$ cat src/rtl/fetch_decode_stage.sv
// fetch_decode_stage: RV32I fetch/decode front end.
// Owns the PC, IF/ID register, stall hold buffer and immediate/field decode.
module fetch_decode_stage #(
  parameter logic [31:0] RESET_PC = 32'h0000_0000,
  parameter logic [31:0] NOP_INST = 32'h0000_0013
) (
  input  logic        clk,
  input  logic        rst,
  input  logic        stall,
  input  logic        next_pc_sel,
  input  logic [31:0] jb_target,
  output logic [31:0] im_addr,
  input  logic [31:0] im_rdata,
  output logic [31:0] D_pc,
  output logic [31:0] D_inst,
  output logic        D_valid,
  output logic [23:0] D_out,
  output logic [31:0] D_imm
);
  logic [31:0] f_pc_q, f_pc_d;
  logic [31:0] d_pc_q, d_pc_d;
  logic [31:0] hold_inst_q, hold_inst_d;
  logic        d_valid_q, d_valid_d;
  logic        hold_valid_q, hold_valid_d;
  logic [31:0] inst;
  logic [4:0]  opc;
  logic        unused_bits;

  // im_rdata tracks mem[F_pc], so a stalled D must replay from the hold buffer
  assign inst    = !d_valid_q ? NOP_INST : (hold_valid_q ? hold_inst_q : im_rdata);
  assign opc     = inst[6:2];
  assign im_addr = f_pc_q;
  assign D_pc    = d_pc_q;
  assign D_inst  = inst;
  assign D_valid = d_valid_q;
  assign D_out   = {inst[30], inst[24:20], inst[19:15], inst[14:12], inst[11:7], inst[6:2]};
  assign unused_bits = &{1'b0, inst[1:0], jb_target[0]};

  always_comb begin
    f_pc_d       = f_pc_q;
    d_pc_d       = d_pc_q;
    d_valid_d    = d_valid_q;
    hold_valid_d = hold_valid_q;
    hold_inst_d  = hold_inst_q;
    if (!next_pc_sel) begin
      f_pc_d       = {jb_target[31:1], 1'b0};
      d_valid_d    = 1'b0;
      hold_valid_d = 1'b0;
    end else if (stall) begin
      hold_valid_d = 1'b1;
      hold_inst_d  = hold_valid_q ? hold_inst_q : inst;
    end else begin
      f_pc_d       = f_pc_q + 32'd4;
      d_pc_d       = f_pc_q;
      d_valid_d    = 1'b1;
      hold_valid_d = 1'b0;
    end
  end

  always_ff @(posedge clk) begin
    if (rst) begin
      f_pc_q       <= RESET_PC;
      d_pc_q       <= '0;
      d_valid_q    <= 1'b0;
      hold_valid_q <= 1'b0;
      hold_inst_q  <= NOP_INST;
    end else begin
      f_pc_q       <= f_pc_d;
      d_pc_q       <= d_pc_d;
      d_valid_q    <= d_valid_d;
      hold_valid_q <= hold_valid_d;
      hold_inst_q  <= hold_inst_d;
    end
  end

  always_comb begin
    D_imm = '0;
    case (opc)
      5'b00100, 5'b00000, 5'b11001: D_imm = {{20{inst[31]}}, inst[31:20]};
      5'b01000: D_imm = {{20{inst[31]}}, inst[31:25], inst[11:7]};
      5'b11000: D_imm = {{19{inst[31]}}, inst[31], inst[7], inst[30:25], inst[11:8], 1'b0};
      5'b01101, 5'b00101: D_imm = {inst[31:12], 12'b0};
      5'b11011: D_imm = {{11{inst[31]}}, inst[31], inst[19:12], inst[20], inst[30:21], 1'b0};
      default: D_imm = '0;
    endcase
  end
endmodule
$ cat config.mk
export PLATFORM = sky130hd
export DESIGN_NAME = fetch_decode_stage
export DESIGN_NICKNAME = d
export VERILOG_FILES = /design/src/rtl/fetch_decode_stage.sv
export SDC_FILE = /design/constraint.sdc
export NUM_CORES = 1
export LEC_CHECK = 0
export BUFFER_PORTS_ARGS = -buffer_cell sky130_fd_sc_hd__buf_2
export CAP_MARGIN = 10
export CORE_ASPECT_RATIO = 1.5
export CORE_MARGIN = 4
export CORE_UTILIZATION = 49
export DETAILED_ROUTE_END_ITERATION = 7
export HOLD_SLACK_MARGIN = 0.02
export PLACE_DENSITY = 0.82
export SYNTH_ARGS = -nofsm -noshare
export SYNTH_HDL_FRONTEND = slang
export SYNTH_SLANG_ARGS = --single-unit
$ cat constraint.sdc
create_clock -name clk -period 2.7 [get_ports clk]
set_clock_uncertainty 0.15 [all_clocks]
set_input_delay 0.54 -clock clk [delete_from_list [all_inputs] [get_ports clk]]
set_output_delay 0.54 -clock clk [all_outputs]
set_load 0.005 [all_outputs]
==> impl_summary.txt <==
----------------------------------------------------
[Outcome]
  Outcome ... finished with violations
  Violations in the final reports ... setup timing

[Finish]
  Layout cells sized above 1 ... 0.345
  Area of all placed cells without fillers ... 6910 µm²
  Area Growth Syn to Fin ... 28.5%
  Antenna fix cells ... 0
  Sequential cell area ... 1930 µm²
  Finished Core Util ... 0.649
  Filler Cells Inserted ... 963
  Net count reported at finish ... 971
  Filler-free cell count of the finished design ... 1,051
  Total area of multi-input combinational cells ... 2980 µm²

[STA]
  RSZ-0062 raised after global routing ... yes
  Pin slew with the least headroom to its limit ... 0.599 ns
  # setup viols final ... 3
  Final Max Slew Viols ... 0
  Upper clock frequency limit ... 365 MHz
  Time the final worst path needs with I/O delays and setup ... 2.74 ns
  Final Cycle Share ... 1.01
  Final hold viol count ... 0
  Smallest setup slack after layout ... -0.0386 ns
  Worst slew margin relative to its limit ... 0.600

[Floorplanning]
  Initial core utilization ... 0.505
  Chip height ... 136 µm
  Die outline area ... 12,700 µm²
  Rows ... 46
  X dimension of the die ... 93.5 µm
  Std-Cell Core Area ... 10,600 µm²
  Number of primary I/O pins ... 221

[GRT]
  Number of antenna violations at the first check in global routing ... 0
  Total track usage ... 0.256
  Total gr overflow ... 0
  Pin count of the biggest net entering global routing ... 39
  Global-route wire length before repair ... 26,300 µm
  Via count of the first global-routing pass ... 5,460

[Setup path]
  Highest-delay cell along the critical path ... or3b_1
  FF-to-FF Start ... im_addr[3]$_SDFFE_PP0P_
  Data arrival time of the worst path ... 2.05 ns
  Number of buffer and inverter instances along the worst setup path ... 2
  WS Path Type ... reg -> out
  Cell breakdown of the critical path ... or3b_1 -> a211oi_2 -> a32oi_1 -> buf_4 -> o31ai_1 -> buf_2
  Highest fanout seen on the critical path ... 9
  Critical path launch point ... hold_valid_q$_SDFF_PP0_
  Worst setup SP type ... flip-flop
  WP data required ... 2.01 ns
  Family with the most delay on the worst path ... compound AO/OA/AOI/OAI gates
  Worst stage delay on the critical path ... 0.39 ns
  Reg2Reg Setup Slack ... 0.30 ns
  Worst Setup End Kind ... output pin

[Pwr]
  Combinational share of power ... 0.151
  Net switching power figure ... 0.000891 W
  Pwr dens ... 483 nW/µm²
  Overall Power ... 0.00333 W
  Proportion of power drawn by flip-flops and latches ... 0.459
  Net switching fraction of the power ... 0.267
  VDD IR-drop max ... 0.352 mV
  Internal power ... 0.00244 W
  Leakage component of the power ... 3.07 nW
  Share of power burned in the clock network ... 0.389

[CTS]
  Cell chosen for the clock root ... clkbuf_16
  Clock latency reported for the late side of the worst-skew pair ... 0.34 ns
  Number of CTS-inserted buffers ... 9
  CTS tree ... built
  Deepest clock path buffer count ... 2
  Clk sinks ... 96
  Htree depth ... 3
  Clock slew at reported path FFs ... 0.06 ns
  Number of hold buffers added after CTS ... 0

[Synth]
  Number of register bits inferred by synthesis ... 96
  Largest area contributor in the synthesized netlist ... dfxtp_1
  Post-synth EDFFs ... 0
  Synth top area share ... 0.358
  Sequential share of the synthesized area ... 0.358
  Synth unique cells ... 63
  Post-Synthesis Cells ... 705
  Yosys synthesis warning count ... 0
  Post-Syn Area per Cell ... 7.62 µm²
  Predominant post-synthesis flop cell ... dfxtp_1
  Ranking of synthesized cells by area ... dfxtp_1, nand2_1, a21oi_1
  Share of synthesized registers carrying an async set or reset ... 0
  Total standard cell area after synthesis ... 5380 µm²

[Detailed routing]
  Number of vias in the routed layout ... 5,864
  Residual DRC count ... 0
  DRT Pass-1 Iters ... 5
  Wire length per cell after detailed routing ... 16.2 µm
  Detailed Route Iter0 Violations ... 189
  Total wire length after detailed routing ... 17,000 µm
  Number of antenna-violating nets in the routed design ... 0
  Via density ... 5.58

[Place]
  Weighted congestion reported at the end of routability-driven placement ... 0.939
  Sum of net half-perimeters after detailed placement ... 12,600 µm
  Placement-stage worst setup slack ... -0.0278 ns
  I/O Buffers ... 217
  Inst Count DP ... 1,031
  Cell Area, Placed ... 6510 µm²

[Min path]
  Type of the tightest min-delay check ... in -> reg
  Hold path startpoint ... jb_target[1]

[Run]
  Max-cap violation count ... 0

----------------------------------------------------
[cell usage in the layout, fill, tap and decap left out, types with 13 or more instances in the layout]
cell type,netlist,final
nand3_1,20,19
buf_4,26,46
dfxtp_1,96,94
a21oi_1,67,67
o31ai_1,19,17
mux2i_1,20,19
nand2_1,153,152
buf_2,5,216
nor2_1,53,53
nand2b_1,13,13
inv_1,19,19
or4_1,13,13
[routing by layer]
layer | GRT usage | part of all wire
met5 | 0 | 0
met4 | 0.139 | 0.044
met3 | 0.0432 | 0.081
met2 | 0.469 | 0.51
met1 | 0.273 | 0.36
[power by group through the flow]
stage          Combinational [W]  Clock, W  Sequential (W)
3_5_place_dp            0.000490         0         0.00157
4_1_cts                 0.000498   0.00133         0.00153
2_1_floorplan           0.000282         0         0.00156
5_1_grt                 0.000556   0.00138         0.00154
6_report                0.000505   0.00130         0.00153
3_3_place_gp            0.000485         0         0.00156
[logic make-up (layout without fill, tap and decap cells)]
group | after synthesis | in the layout | synth area share
other | 1 | 2 | 0.000698
AO/OA/AOI/OAI | 157 | 157 | 0.188
buffers and inverters | 99 | 300 | 0.101
flip-flops | 96 | 96 | 0.358
adder cells (fa/ha/maj) | 1 | 1 | 0.00233
XOR/XNOR | 10 | 10 | 0.0163
AND/OR/NAND/NOR | 308 | 308 | 0.270
multiplexers | 33 | 33 | 0.0645
[through the flow]
step	TNS, ns	hold WS (ns)
after global routing	-1.64	0.309
after floorplan	0	0.283
final	-0.0780	0.299
after CTS	-0.0471	0.287
after global placement	0	0.288
after detailed placement	-0.104	0.293
[registers in the layout (all words and copies together) (netlist names)]
name          cells
im_addr          31
D_valid           1
D_pc             31
hold_inst_q      32
hold_valid_q      1
[path summary, 6_finish.rpt]
kind | to | cells past startpoint
worst min register to register | D_pc[3]$_SDFFE_PP0P_ | 2
worst max-delay path | D_imm[18] | 6
worst max register to register | im_addr[30]$_SDFFE_PP0P_ | 5
worst min-delay path | im_addr[1]$_SDFFE_PP0P_ | 3
[worst min-delay path, stage by stage]
cell     delay (ns)
buf_2          0.07
mux2i_1        0.05
nor2_1         0.08
[cell type report]
cell class / count / share of cell area
multi-input cells: 511 / 0.431
clock inverters: 6 / 0.00978
clock buffers: 10 / 0.0346
repair buffers: 263 / 0.208
well taps: 144 / 0.0261
inverters: 21 / 0.0114
flip-flops and latches: 96 / 0.279
[synthesized netlist by cell type, types with 3 or more instances]
cell type / count
nand3_1: 20
nand4b_1: 3
clkbuf_1: 33
nand4_1: 9
xnor2_1: 3
nor2b_1: 5
o221ai_1: 3
mux2_2: 13
a311oi_1: 12
buf_1: 6
inv_1: 19
buf_4: 26
nand2b_1: 13
o31ai_1: 19
nor2_1: 53
nor3_1: 6
and3_1: 7
buf_2: 5
nand3b_1: 6
nand2_1: 153
clkbuf_8: 4
a211o_1: 3
or3_1: 3
dfxtp_1: 96
xor2_1: 7
a21oi_1: 67
o21ai_1: 12
buf_6: 3
and4_1: 3
o211ai_1: 5
a31oi_1: 5
o32ai_1: 5
mux2i_1: 20
a211oi_1: 13
or4_1: 13
[what timing repair did]
| action | 4_1_cts | 5_1_grt |
|---|---|---|
| pin swaps | 2 | 0 |
| endpoints found under the setup margin | 32 | 32 |
| gates resized for setup | 7 | 12 |
| gates cloned | 0 | 1 |
| buffers inserted | 3 | 0 |
No activity file was read; power rests on OpenSTA's default activity.
